## src/rtl/div_pkg.sv

```systemverilog
// Shared types and helpers for the iterative RV32M divider.
// Operation encoding matches the funct3[1:0] ordering of DIV/DIVU/REM/REMU.
package div_pkg;

    localparam int XLEN = 32;

    typedef enum logic [1:0] {
        DIV  = 2'b00,
        DIVU = 2'b01,
        REM  = 2'b10,
        REMU = 2'b11
    } div_op_e;

    typedef enum logic [1:0] {
        IDLE = 2'b00,
        RUN  = 2'b01,
        DONE = 2'b10
    } div_state_e;

    function automatic logic [XLEN-1:0] neg32(input logic [XLEN-1:0] x);
        return ~x + {{(XLEN-1){1'b0}}, 1'b1};
    endfunction

    function automatic logic op_is_signed(input div_op_e op);
        return (op == DIV) || (op == REM);
    endfunction

    function automatic logic op_is_rem(input div_op_e op);
        return (op == REM) || (op == REMU);
    endfunction

endpackage

```

## src/rtl/full_adder_32_bit.sv

```systemverilog
// 32-bit ripple-carry adder; the divider uses it as its trial subtractor
// by feeding the inverted divisor with cin=1.
module full_adder_32_bit (
    input  logic [31:0] a,
    input  logic [31:0] b,
    input  logic        cin,
    output logic [31:0] sum,
    output logic        cout
);

    always_comb begin
        logic c;
        sum = '0;
        c   = cin;
        for (int unsigned i = 0; i < 32; i++) begin
            sum[i] = a[i] ^ b[i] ^ c;
            c      = (a[i] & b[i]) | (c & (a[i] ^ b[i]));
        end
        cout = c;
    end

endmodule

```

## src/rtl/div_unit_32.sv

```systemverilog
// Iterative restoring divider for DIV/DIVU/REM/REMU: one quotient bit per
// cycle through a shared 32-bit ripple subtractor, start/ready/valid handshake.
import div_pkg::*;

module div_unit_32 #(
    parameter int XLEN  = 32,
    parameter int ITERS = 32
) (
    input  logic            i_clk,
    input  logic            i_reset,
    input  logic            i_start,
    input  logic [1:0]      i_op,
    input  logic [XLEN-1:0] i_dividend,
    input  logic [XLEN-1:0] i_divisor,
    output logic            o_ready,
    output logic            o_valid,
    output logic [XLEN-1:0] o_result
);

    div_state_e      state, state_nx;
    div_op_e         op_q;
    logic            q_neg, r_neg;
    logic            pend;
    logic [4:0]      count;
    logic [XLEN-1:0] quo, rem, dvs;

    // Accept-time decode of the incoming operands
    div_op_e         in_op;
    logic            in_signed, a_neg, b_neg;
    logic            div_zero, ovf;
    logic [XLEN-1:0] a_mag, b_mag;

    always_comb begin
        in_op     = div_op_e'(i_op);
        in_signed = op_is_signed(in_op);
        a_neg     = in_signed & i_dividend[XLEN-1];
        b_neg     = in_signed & i_divisor[XLEN-1];
        a_mag     = a_neg ? neg32(i_dividend) : i_dividend;
        b_mag     = b_neg ? neg32(i_divisor) : i_divisor;
        div_zero  = (i_divisor == '0);
        ovf       = in_signed && (i_dividend == {1'b1, {(XLEN-1){1'b0}}})
                              && (i_divisor == '1);
    end

    // One restoring step: rem[31] shifted out means the trial always fits
    logic [XLEN-1:0] shifted, diff;
    logic            carry_out, cout, take;

    assign shifted   = {rem[XLEN-2:0], quo[XLEN-1]};
    assign carry_out = rem[XLEN-1];

    full_adder_32_bit u_trial_sub (
        .a    (shifted),
        .b    (~dvs),
        .cin  (1'b1),
        .sum  (diff),
        .cout (cout)
    );

    assign take = carry_out | cout;

    logic [XLEN-1:0] quo_fix, rem_fix, final_result;

    always_comb begin
        quo_fix      = q_neg ? neg32(quo) : quo;
        rem_fix      = r_neg ? neg32(rem) : rem;
        final_result = op_is_rem(op_q) ? rem_fix : quo_fix;
    end

    always_comb begin
        state_nx = state;
        case (state)
            IDLE:    if (i_start) state_nx = RUN;
            RUN:     if (pend) state_nx = DONE;
            DONE:    state_nx = IDLE;
            default: state_nx = IDLE;
        endcase
        o_ready = (state == IDLE);
        o_valid = (state == DONE);
    end

    always_ff @(posedge i_clk or posedge i_reset) begin
        if (i_reset) begin
            state <= IDLE;
        end else begin
            state <= state_nx;
        end
    end

    // Special cases preload quo/rem with the answer and set pend, so the single
    // RUN cycle that follows only applies sign correction and registers it.
    always_ff @(posedge i_clk or posedge i_reset) begin
        if (i_reset) begin
            op_q     <= DIV;
            q_neg    <= 1'b0;
            r_neg    <= 1'b0;
            pend     <= 1'b0;
            count    <= '0;
            quo      <= '0;
            rem      <= '0;
            dvs      <= '0;
            o_result <= '0;
        end else begin
            case (state)
                IDLE: begin
                    if (i_start) begin
                        op_q  <= in_op;
                        r_neg <= a_neg;
                        count <= '0;
                        dvs   <= b_mag;
                        if (div_zero) begin
                            quo   <= '1;
                            rem   <= a_mag;
                            q_neg <= 1'b0;
                            pend  <= 1'b1;
                        end else if (ovf) begin
                            quo   <= {1'b1, {(XLEN-1){1'b0}}};
                            rem   <= '0;
                            q_neg <= 1'b0;
                            pend  <= 1'b1;
                        end else begin
                            quo   <= a_mag;
                            rem   <= '0;
                            q_neg <= a_neg ^ b_neg;
                            pend  <= 1'b0;
                        end
                    end
                end
                RUN: begin
                    if (pend) begin
                        o_result <= final_result;
                        pend     <= 1'b0;
                    end else begin
                        rem   <= take ? diff : shifted;
                        quo   <= {quo[XLEN-2:0], take};
                        count <= count + 5'd1;
                        if (count == 5'(ITERS - 1)) pend <= 1'b1;
                    end
                end
                default: begin
                end
            endcase
        end
    end

endmodule
```

## config.mk

```make
export PLATFORM = sky130hd
export DESIGN_NAME = div_unit_32
export DESIGN_NICKNAME = d
export VERILOG_FILES = /design/src/rtl/div_pkg.sv /design/src/rtl/full_adder_32_bit.sv /design/src/rtl/div_unit_32.sv
export SDC_FILE = /design/constraint.sdc
export NUM_CORES = 1
export LEC_CHECK = 0
export ABC_CLOCK_PERIOD_IN_PS = 31900
export BUFFER_PORTS_ARGS = -buffer_cell sky130_fd_sc_hd__buf_2
export CORE_ASPECT_RATIO = 0.5
export CORE_UTILIZATION = 60
export CTS_CLUSTER_SIZE = 16
export DETAILED_ROUTE_END_ITERATION = 7
export PLACE_DENSITY = 0.81
export SLEW_MARGIN = 25
export SYNTH_ARGS = -nofsm -noshare
export SYNTH_HDL_FRONTEND = slang
export SYNTH_SLANG_ARGS = --single-unit
export TNS_END_PERCENT = 30
```

## constraint.sdc

```tcl
create_clock -name i_clk -period 31.9 [get_ports i_clk]
set_input_delay 6.38 -clock i_clk [delete_from_list [all_inputs] [get_ports i_clk]]
set_output_delay 6.38 -clock i_clk [all_outputs]
set_load 0.03 [all_outputs]
```

# Yosys cells after proc, flatten, opt, wreduce, memory -nomap -nowiden
# Index checks and enable logic that the tools add are counted.
# op_classes
n_reduce_logical	13
eq_ne	11
n_mux	29
bitwise	168
n_addsub	5
# ops
cell	n
$mux W32	13
$not A32 Y32	5
$add A32 B1 Y32 const B	4
$pmux W32 S2	2
$and A1 B1 Y1	65
$eq A32 B32 Y1 const B	2
$xor A1 B1 Y1	64
$or A1 B1 Y1	33
$logic_not A32 Y1	1
$mux W5	2
$pmux W5 S2	1
$eq A2 B2 Y1 const B	4
$reduce_and A2 Y1	4
$mux W1	7
$ne A2 B2 Y1 const B	3
$add A5 B1 Y5 const B	1
$eq A5 B5 Y1 const B	1
$logic_not A2 Y1	2
$mux W2	2
$pmux W2 S2	1
$reduce_and A3 Y1	1
$eq A2 B1 Y1 const B	1
$logic_and A1 B1 Y1	2
$logic_or A1 B1 Y1	2
other kinds (3)	3
# totals
word_cells	236
out_inout_bits	34
in_bits	69
reg_bits	140

# Depth between registers and ports, before layout
# Gate-level depths: netlist (run 1).
# depth
ltp_word	69
ltp_mapped	43
ltp_nobuf	41

# Hierarchy
# From an unflattened synthesis (run 1), not the netlist that was laid out.
# hier_totals
cells_unflattened	1176
area_unflattened_um2	9919.5
# by_module_without_submodules
module	area_each_um2	instances	seq_area_each_um2	cells_per_inst
div_unit_32	9241.4	1	3478.3	1134
full_adder_32_bit	678.2	1	0.0	42

# Worst setup path before layout (run 1)
# Ideal clock, no wire load.
# synth_timing
path_type	flip-flop to flip-flop
start	register quo[31]
end	register rem[6]
required_ps	31760
path_stages_with_launch	43
t_arrival_ps	13095
setup_ps	140
path_buffers	2
synth_period_minus_slack_ps	13234
path_slack_ps	18666
path_cell_list	dfrtp_1 > inv_1 > ha_1 > fa_1 > fa_1 > fa_1 > fa_1 > fa_1 > fa_1 > fa_1 > fa_1 > fa_1 > fa_1 > fa_1 > fa_1 > fa_1 > fa_1 > fa_1 > (+7 left out) > fa_1 > fa_1 > fa_1 > fa_1 > fa_1 > fa_1 > inv_1 > fa_1 > inv_1 > fa_1 > inv_1 > fa_1 > or2_2 > clkbuf_1 > clkbuf_1 > a21oi_1 > a221oi_1 > a21oi_1
# synth_between
elab_chain_len	68
elab_cells_between_ends	70
cone_classes	mux: 3; bitwise: 67
# synth_rtl
element	line_no	rtl
from (decl)	div_unit_32.sv:25	logic [XLEN-1:0] quo, rem, dvs;
from (signal assigned)	div_unit_32.sv:117	quo <= {1'b1, {(XLEN-1){1'b0}}};
from (signal assigned)	div_unit_32.sv:122	quo <= a_mag;
from (signal assigned)	div_unit_32.sv:135	quo <= {quo[XLEN-2:0], take};
$and A1 B1 Y1 / $xor A1 B1 Y1 (equally long branches)	full_adder_32_bit.sv:17	c = (a[i] & b[i]) | (c & (a[i] ^ b[i]));
$or A1 B1 Y1 (*)	full_adder_32_bit.sv:17	
$and A1 B1 Y1 (*)	full_adder_32_bit.sv:17	
$or A1 B1 Y1 (*)	full_adder_32_bit.sv:17	
$and A1 B1 Y1 (*)	full_adder_32_bit.sv:17	
$or A1 B1 Y1 (*)	full_adder_32_bit.sv:17	
$and A1 B1 Y1 (*)	full_adder_32_bit.sv:17	
$or A1 B1 Y1 (*)	full_adder_32_bit.sv:17	
(+52 left out)	n/a	
$and A1 B1 Y1	full_adder_32_bit.sv:17	
$or A1 B1 Y1	full_adder_32_bit.sv:17	
$and A1 B1 Y1	full_adder_32_bit.sv:17	
$or A1 B1 Y1	full_adder_32_bit.sv:17	
$or A1 B1 Y1	div_unit_32.sv:60	assign take = carry_out | cout;
$mux W32 (*)	div_unit_32.sv:134	rem <= take ? diff : shifted;
$mux W32 (*)	div_unit_32.sv:130	if (pend) begin
$pmux W32 S2 (*)	div_unit_32.sv:104	case (state)
to (signal assigned)	div_unit_32.sv:113	rem <= a_mag;
to (signal assigned)	div_unit_32.sv:134	
to (decl)	div_unit_32.sv:25	
# Mark *: on every way between the ends. The rest lies on a longest branch, timed or not. The select of a mux whose other input is x is not followed.
# A chain may end at the register's enable or synchronous reset.

# Final worst setup path (run 1)
# layout_timing
start	register quo[31]
end	register rem[21]
# layout_between
elab_chain_len	68
elab_cells_between_ends	70
cone_classes	mux: 3; bitwise: 67
# layout_rtl
element	line_no
$and A1 B1 Y1 / $xor A1 B1 Y1 (equally long branches)	full_adder_32_bit.sv:17
$or A1 B1 Y1 (*)	full_adder_32_bit.sv:17
$and A1 B1 Y1 (*)	full_adder_32_bit.sv:17
$or A1 B1 Y1 (*)	full_adder_32_bit.sv:17
$and A1 B1 Y1 (*)	full_adder_32_bit.sv:17
$or A1 B1 Y1 (*)	full_adder_32_bit.sv:17
$and A1 B1 Y1 (*)	full_adder_32_bit.sv:17
$or A1 B1 Y1 (*)	full_adder_32_bit.sv:17
(+52 left out)	n/a
$and A1 B1 Y1	full_adder_32_bit.sv:17
$or A1 B1 Y1	full_adder_32_bit.sv:17
$and A1 B1 Y1	full_adder_32_bit.sv:17
$or A1 B1 Y1	full_adder_32_bit.sv:17
$or A1 B1 Y1	div_unit_32.sv:60
$mux W32 (*)	div_unit_32.sv:134
$mux W32 (*)	div_unit_32.sv:130
$pmux W32 S2 (*)	div_unit_32.sv:104
# Marked as above.

==> impl_metrics.toml, run 1 <==
[yosys]
post-synth-top-count-cell = "dfrtp_1"
synth_top_cell_by_area = "dfrtp_1"
yosys_warnings = 0
synth_ff_type = "dfrtp_1"
synthArstFlopShare = 1.000
netlist_area_um2 = 9772
avgSynthCellArea_um2 = 8.949
yosys.area.top_type_share = 0.3560
syn-num-nets = 1200
synth_top_cells_by_count = "dfrtp_1, nor2_1, nand2_1"
yosysSeqAreaShare = 0.3560
ys_top_cells_by_area = "dfrtp_1, xnor2_1, fa_1"
synthCells = 1092
synth_seq_cells = 139
synth_edf_count = 0
synthDistinctLibCells = 57

[global_route]
overflow = 0
gr-usage-met3 = 0.1450
grt_pass1_wl_um = 45910
met1_usage = 0.5398
top_usage_layer = "met1"
grt_max_degree = 93
grt_util_met2 = 0.4803
grt_pass1_vias = 8153
grt_usage = 0.3613
antenna_found_initial = 0

[route]
routedWlPerCell_um = 21.17
route.detailed.drc = 0
first_pass_iters = 6
drt_iter0_drc = 983
routed_wl_um = 29280
viasPerCell = 6.416
antenna_left = 0
vias = 8874

[floorplan]
initial_core_util = 0.6242
num_io_pins = 103
die_area_um2 = 16830
chipHeight_um = 92.24
core_um2 = 15660
die_w_um = 182.5
core.rowCount = 32

[critical_path]
cp_max_fo = 63
cp.arrival_ps = 14400
cp_common_cell = "fa_1"
rr_endpoint = "rem[21]$_DFFE_PP0P_"
cpMaxStageDelayCell = "or2_4"
path_class = "register to register"
cp-start-kind = "register"
worstRegToRegCells = 41
r2r_start = "quo[31]$_DFFE_PP0P_"
end_kind = "register"
cp.required_ps = 32240
max_stage_delay_ps = 580
r2r_setup_slack_ps = 17840

[timing]
worst_pin_slew_ps = 1059
rsz0062_at_grt = "false"
relSlewSlack = 0.2942
fin_ws_ps = 17840
fin_crit_ps = 14060
clock_skew_ps = 12.95
min_period_over_period = 0.4407
fmax_ghz = 0.07113
drv_slew = 0
setup_viol = 0
setup_tns_ps = 0
hold_viol_final = 0

[run]
drv_cap = 0

[layout]
area_growth_pct = 11.37
antennaDiodeCount = 0
num-fill-cells = 1249
final_nets = 1257
drive_gt1_frac = 0.1661
final_util = 0.6952
fin_area_um2 = 10880

[outcome]
status = "completed"

[power_and_ir_drop]
irDropWorstVdd_v = 0.00005932
power_switching_w = 0.0006591
pwr-share-seq = 0.295
cellLeakagePower_nw = 4.453
swShare = 0.5055
power-per-cell-area_nw_per_um2 = 119.8
p_int_w = 0.0006448
combPwrFrac = 0.560
power_frac_clock = 0.145
total_power_w = 0.001304

[place]
gp_congestion = 0.9817
post-dp-hpwl_um = 21570
io_buffers = 102
post_dp_cell_area_um2 = 10310
pre_cts_ws_ps = 17770

[cts]
cts_buffer_depth = 2
cts_buffers = 17
cts_hold_buffers = 0
insertion_delay_ps = 430
clk_pin_slew_ps = 70
cts_root_buffer = "clkbuf_16"
cts_resized = 0
cts_max_level = 4
post_cts_buffers = 0
cts_tree = "done"
cts_sinks = 139

[min_path]
hold_start = "o_result[7]$_DFFE_PP0P_"
hold_end = "o_result[7]$_DFFE_PP0P_"
holdPathStages = 1
hold_class = "register to register"
worst max-delay path by stage:
stage,start,end,slack [ps],cells past startpoint
after floorplan,quo[31]$_DFFE_PP0P_,rem[6]$_DFFE_PP0P_,18670,42
after global placement,quo[31]$_DFFE_PP0P_,rem[1]$_DFFE_PP0P_,18040,40
after detailed placement,quo[31]$_DFFE_PP0P_,rem[2]$_DFFE_PP0P_,17770,40
after CTS,quo[31]$_DFFE_PP0P_,rem[21]$_DFFE_PP0P_,17680,41
after global routing,quo[31]$_DFFE_PP0P_,rem[14]$_DFFE_PP0P_,17380,41
final,quo[31]$_DFFE_PP0P_,rem[21]$_DFFE_PP0P_,17840,41
per-layer routing:
metal / vias to the layer above / routed length, um
met5: - / 0
met4: 0 / 344
met3: 37 / 4113
met2: 530 / 11590
met1: 4241 / 13230
li1: 4066 / -
layout by cell type (no fill, tap or decap), drive strengths merged, types with 31 or more instances in the layout:
master	count
a211oi	37
a21oi	62
a221oi	44
buf	111
dfrtp	139
fa	31
inv	51
nand2	84
nor2	131
o21ai	89
o31ai	36
xnor2	77
xor2	43
sequential cells by signal (all words and copies together), names as in the netlist:
| register | flops |
|---|---|
| dvs | 32 |
| quo | 32 |
| op_q | 1 |
| count | 5 |
| pend | 1 |
| o_result | 32 |
| q_neg | 1 |
| r_neg | 1 |
| rem | 32 |
| state | 2 |
kinds of logic after synthesis:
| group | count (synthesis) | share of synthesized area |
|---|---|---|
| flops | 139 | 0.3560 |
| simple gates | 347 | 0.1702 |
| mux | 7 | 0.007298 |
| fa+ha+maj | 39 | 0.07375 |
| compound gates | 321 | 0.2337 |
| xor+xnor | 120 | 0.1076 |
| buf+inv | 119 | 0.05160 |
layout make-up:
type,count,area (um^2),area share
Clock buffer,19,452.9,0.04162
Clock inverter,13,106.4,0.009772
Inverter,46,177.7,0.01633
Multi-Input combinational cell,834,5811,0.5339
Sequential cell,139,3481,0.3198
Tap cell,221,276.5,0.02541
Timing Repair Buffer,111,578.1,0.05312
per-stage QoR:
stage | hold WS [ps] | std cells
2_1_floorplan | 445.3 | 1092
3_3_place_gp | 454.9 | 1351
3_5_place_dp | 470.8 | 1351
4_1_cts | 486.3 | 1383
5_1_grt | 496.9 | 1383
6_report | 477.2 | 1383
worst max-delay path: cells and delay by family, from the launching register on:
kind | cells | cell delay, ps
adder cells (fa/ha/maj) | 32 | 12010
flip-flops | 1 | 400
AND/OR/NAND/NOR | 2 | 690
AO/OA/AOI/OAI | 3 | 600
buffers and inverters | 4 | 270
power groups by stage:
stage               Clock (W)  Combinational, W  Sequential, W
floorplan                   0          0.000504       0.000374
global placement            0          0.000681       0.000375
detailed placement          0          0.000707       0.000381
CTS                  0.000189          0.000712       0.000379
global route         0.000197          0.000799       0.000396
finish               0.000189          0.000731       0.000384
Note: power is estimated with default switching activity, not from simulation.
==> inputs of run 2 (changes only) <==
Settings changed: ABC_AREA from default to 1, ABC_CLOCK_PERIOD_IN_PS 31900 to 12300, CORE_UTILIZATION 60 to 55, PLACE_DENSITY 0.81 to 0.78.
Clock period 31.9 ns to 12.3 ns, I/O delays scaled along.
==> run 2 against run 1 <==
Net effect:
- sequential power grew to 2.5 times the previous value
- clock power grew to 3.1 times the previous value
- sequential share of layout area shrank 4.5 points
- clock skew grew 2.0 ps
- critical path depth grew 2
- synthesized area grew 13%
- via count grew 34%
- highest routed layer is now met5
==> impl_metrics.toml, run 2 <==
[critical_path]
max_stage_delay_ps = 380
startpoint = "quo[31]$_DFFE_PP0P_"
cp.required_ps = 12610
r2r_start = "quo[31]$_DFFE_PP0P_"
cpMaxStageDelayCell = "fa_2"
cp_common_cell = "fa_2"
path_class = "register to register"
cp-start-kind = "register"
end_kind = "register"
cp.arrival_ps = 12420
cp_max_fo = 8

[yosys]
synth_edf_count = 0
ys_top_cells_by_area = "dfrtp_1, nand2_1, nor2_1"
avgSynthCellArea_um2 = 6.545
yosys.area.top_type_share = 0.3139
synthDistinctLibCells = 46
syn-num-nets = 1801
synthArstFlopShare = 1.000
post-synth-top-count-cell = "nand2_1"
synth_top_cell_by_area = "dfrtp_1"
synth_top_cells_by_count = "nand2_1, nor2_1, nand3_1"
netlist_area_um2 = 11080
yosysSeqAreaShare = 0.3139
synth_ff_type = "dfrtp_1"
yosys_warnings = 0
synth_seq_cells = 139
synthCells = 1693

[layout]
num-fill-cells = 1802
drive_gt1_frac = 0.1473
final_common_cell = "nand2_1"
final_cell_mix = "nand2_1, nor2_1, nand3_1"
area_growth_pct = 14.29
fin_cells = 2056
final_nets = 1881

[cts]
clk_pin_slew_ps = 70
cts_root_buffer = "clkbuf_16"
cts_max_level = 4
cts_sinks = 139
insertion_delay_ps = 450
cts_buffer_depth = 2
cts_tree = "done"
cts_buffers = 17
cts_hold_buffers = 0

[global_route]
gr-usage-met3 = 0.1524
grt_pass1_vias = 10680
overflow = 0
grt_pass1_wl_um = 60380
grt_usage = 0.3876
top_usage_layer = "met1"
grt_max_degree = 85
met1_usage = 0.5696
antenna_found_initial = 6
grt_util_met2 = 0.5366

[route]
antenna_left = 0
drt_iter0_drc = 1525
route.detailed.drc = 0
routed_wl_um = 38920
vias = 11920
routedWlPerCell_um = 18.93
viasPerCell = 5.796
first_pass_iters = 6

[power_and_ir_drop]
power-per-cell-area_nw_per_um2 = 307.2
irDropWorstVdd_v = 0.0001363
cellLeakagePower_nw = 6.186

[floorplan]
core.rowCount = 36
initial_core_util = 0.5655
num_io_pins = 103
core_um2 = 19590
die_area_um2 = 20750
chipHeight_um = 102.4
die_w_um = 202.7

[place]
io_buffers = 102
gp_congestion = 0.9799
post-dp-hpwl_um = 28830
pre_cts_ws_ps = -608.8
numPlacedInstances = 2012

[outcome]
status = "completed"

[timing]
min_period_over_period = 0.9849
clock_skew_ps = 14.96
rsz0062_at_grt = "true"
whs_ps = 478.0
worst_pin_slew_ps = 1052
fin_ws_ps = 186.3
fmax_ghz = 0.08255
setup_viol = 0
setup_tns_ps = 0
fin_crit_ps = 12110
hold_viol_final = 0
relSlewSlack = 0.2976
drv_slew = 0

[min_path]
hold_class = "register to register"
hold_start = "o_result[30]$_DFFE_PP0P_"

[run]
drv_cap = 0
run 2: changes by cell type after synthesis, sizes merged, moves of 45 or more:
| cell | change |
|---|---|
| a21oi | +45 |
| inv | +104 |
| nand2 | +415 |
| nand3 | +144 |
| nor2 | +125 |
| o21ai | +77 |
| xnor2 | -69 |
run 2: worst paths after layout:
path / slack [ps] / endpoint / cells past startpoint
min in group asynchronous: 2170 / o_result[7]$_DFFE_PP0P_ / 2
setup reg to reg: 190 / rem[22]$_DFFE_PP0P_ / 43
setup / recovery: 190 / rem[22]$_DFFE_PP0P_ / 43
hold reg to reg: 480 / o_result[30]$_DFFE_PP0P_ / 2
max in group asynchronous: 8840 / dvs[9]$_DFFE_PP0P_ / 3
hold / removal: 480 / o_result[30]$_DFFE_PP0P_ / 2
run 2: timing repair:
item	in CTS	in global routing
setup endpoints to repair	33	33
cloned	3	1
pin swaps	0	10
resized for setup	18	38
setup buffers	1	3
run 2: logic make-up (layout without fill, tap and decap cells):
logic type      after synthesis  count (layout)  synth area share
simple gates                964             964            0.3661
xor+xnor                     33              33           0.02608
other cells                   0               4                 0
flops                       139             139            0.3139
fa+ha+maj                    39              39           0.06504
compound gates              300             300            0.1487
buf+inv                     218             311           0.08017
run 2: worst max-delay path: cells and delay by family (launching register included):
family | cells | cell delay (ps)
fa+ha+maj | 32 | 10700
compound gates | 4 | 410
flops | 1 | 370
buf+inv | 5 | 360
simple gates | 2 | 150
run 2: metrics by stage:
stage	util	cell area, um^2	total power [W]
global route	0.6462	12660	0.004218
global placement	0.6015	11790	0.003016
detailed placement	0.6015	11790	0.003074
finish	0.6464	12660	0.003891
floorplan	-	11130	0.002515
CTS	0.6395	12530	0.003733
run 2: final cells by class:
| cell class | instances | area (um^2) | area share |
|---|---|---|---|
| Clock buffer | 19 | 442.9 | 0.03497 |
| Timing Repair inverter | 2 | 10.01 | 0.0007904 |
| Sequential cell | 139 | 3478 | 0.2747 |
| Multi-Input combinational cell | 1336 | 6843 | 0.5403 |
| Timing Repair Buffer | 126 | 757.0 | 0.05977 |
| Tap cell | 266 | 332.8 | 0.02628 |
| Inverter | 151 | 576.8 | 0.04554 |
| Clock inverter | 13 | 214.0 | 0.01689 |
| Antenna cell | 4 | 10.01 | 0.0007904 |
run 2: power breakdown:
group          leakage, nW  switching (W)  internal (W)
registers             1.72       0.000272      0.000698
logic                 4.15        0.00148      0.000858
clock network        0.314       0.000217      0.000367
run 2: metal layers:
layer  vias to the layer above  wire length (um)  part of all wire
met5                         -                23           0.00059
met4                         4               471             0.012
met3                        51              5874              0.15
met2                       720             15380              0.40
met1                      5485             17160              0.44
li1                       5656                 -                 -
==> inputs of run 3 (changes only) <==
Settings changed: CORE_ASPECT_RATIO 0.5 to default.
==> run 3 against run 2 <==
Net effect:
- via count shrank 0.81%
- setup slack got worse by 160 ps
- design area is the same
- non-clock buffer count grew 2
- power down 0.45%
- largest power group unchanged
==> impl_metrics.toml, run 3 (synthesis results as in run 2) <==
[outcome]
status = "completed"

[layout]
antennaDiodeCount = 0
final_common_cell = "nand2_1"
fin_cells = 2051
area_growth_pct = 14.29
fin_area_um2 = 12660
final-seq-area_um2 = 3478
drive_gt1_frac = 0.1529
final_nets = 1881
num-fill-cells = 1766
final_cell_mix = "nand2_1, nor2_1, nand3_1"
multiInputGateArea_um2 = 6883

[global_route]
antenna_found_initial = 0
grt_max_degree = 81
grt_pass1_wl_um = 55650
grt_usage = 0.3554
overflow = 0
grt_pass1_vias = 10860

[critical_path]
worst-path-buf-inv = 5
r2r_start = "dvs[0]$_DFFE_PP0P_"
cp.required_ps = 12580
cp.arrival_ps = 12560
end_kind = "register"
max_stage_delay_ps = 420
cpMaxStageDelayCell = "dfrtp_1"
rr_endpoint = "rem[25]$_DFFE_PP0P_"
cp_max_fo = 7
cp_common_cell = "fa_2"
worstRegToRegCells = 43
path_class = "register to register"
r2r_setup_slack_ps = 20
crit_family = "adder cells"
cp-start-kind = "register"

[power_and_ir_drop]
irDropWorstVdd_v = 0.0001434
power-per-cell-area_nw_per_um2 = 305.9
cellLeakagePower_nw = 6.177
total_power_w = 0.003874

[place]
post_dp_cell_area_um2 = 11820
io_buffers = 102
pre_cts_ws_ps = -445.5
numPlacedInstances = 2014
gp_congestion = 1.004
post-dp-hpwl_um = 25980

[route]
vias = 11820
first_pass_iters = 5
route.detailed.drc = 0
routedWlPerCell_um = 17.54
viasPerCell = 5.763
drt_iter0_drc = 1413
routed_wl_um = 35970
antenna_left = 0

[timing]
hold_viol_final = 0
fin_crit_ps = 12280
clock_skew_ps = 14.51
fmax_ghz = 0.08146
setup_tns_ps = 0
drv_slew = 0
fin_ws_ps = 24.33
min_period_over_period = 0.9980
setup_viol = 0
worst_pin_slew_ps = 1070
rsz0062_at_grt = "true"
relSlewSlack = 0.2860

[min_path]
hold_start = "o_result[15]$_DFFE_PP0P_"
hold_class = "register to register"
holdPathStages = 2
hold_end = "o_result[15]$_DFFE_PP0P_"

[cts]
cts_buffers = 17
cts_sinks = 139
cts_root_buffer = "clkbuf_16"
cts_tree = "done"
cts_max_level = 4
cts_buffer_depth = 2
cts_hold_buffers = 0
insertion_delay_ps = 430
clk_pin_slew_ps = 70

[floorplan]
num_io_pins = 103
core.rowCount = 51
chipHeight_um = 143.9
core_um2 = 19590
initial_core_util = 0.5656
die_area_um2 = 20720
die_w_um = 143.9

[run]
drv_cap = 0
run 3: how the worst max path moves through the flow:
stage,startpoint,endpoint,depth (start not counted)
2_1_floorplan,quo[31]$_DFFE_PP0P_,rem[22]$_DFFE_PP0P_,44
3_3_place_gp,quo[31]$_DFFE_PP0P_,rem[0]$_DFFE_PP0P_,43
3_5_place_dp,quo[31]$_DFFE_PP0P_,rem[2]$_DFFE_PP0P_,43
4_1_cts,quo[31]$_DFFE_PP0P_,rem[30]$_DFFE_PP0P_,44
5_1_grt,dvs[0]$_DFFE_PP0P_,rem[21]$_DFFE_PP0P_,43
6_report,dvs[0]$_DFFE_PP0P_,rem[25]$_DFFE_PP0P_,43
run 3: final cells by class:
type	count	share of cell area
multi-input combinational	1336	0.5435
timing repair buffer	128	0.06540
inverter	151	0.04574
sequential	139	0.2747
tap	265	0.02618
clock buffer	18	0.03389
clock inverter	14	0.01067
run 3: tightest hold or removal path: stages, from the launching register on:
cell     delay [ps]
dfrtp_1         340
nand2_1          50
nand2_1          50
run 3: what timing repair did:
item / in CTS / in global routing
cloned: 1 / 4
gates resized for setup: 14 / 58
setup buffers: 0 / 0
setup endpoints to repair: 33 / 33
pin swaps: 0 / 18
run 3: stage by stage:
stage,hold slack (ps),util
after floorplan,457.0,-
after global placement,458.3,0.6034
after detailed placement,460.0,0.6034
after CTS,476.3,0.6356
after global routing,498.9,0.6465
final,471.1,0.6465
run 3: metal layers:
metal  track usage  routed length (um)
met1        0.4828               15140
met2        0.5393               15820
met3       0.08897                3771
met4        0.1405                1244
met5       0.01253                   0
run 3: power by group:
group          internal (W)  total (W)  switching [W]
sequential         0.000698   0.000933       0.000235
clock              0.000282   0.000498       0.000216
combinational      0.000923    0.00244        0.00152
total               0.00190    0.00387        0.00197
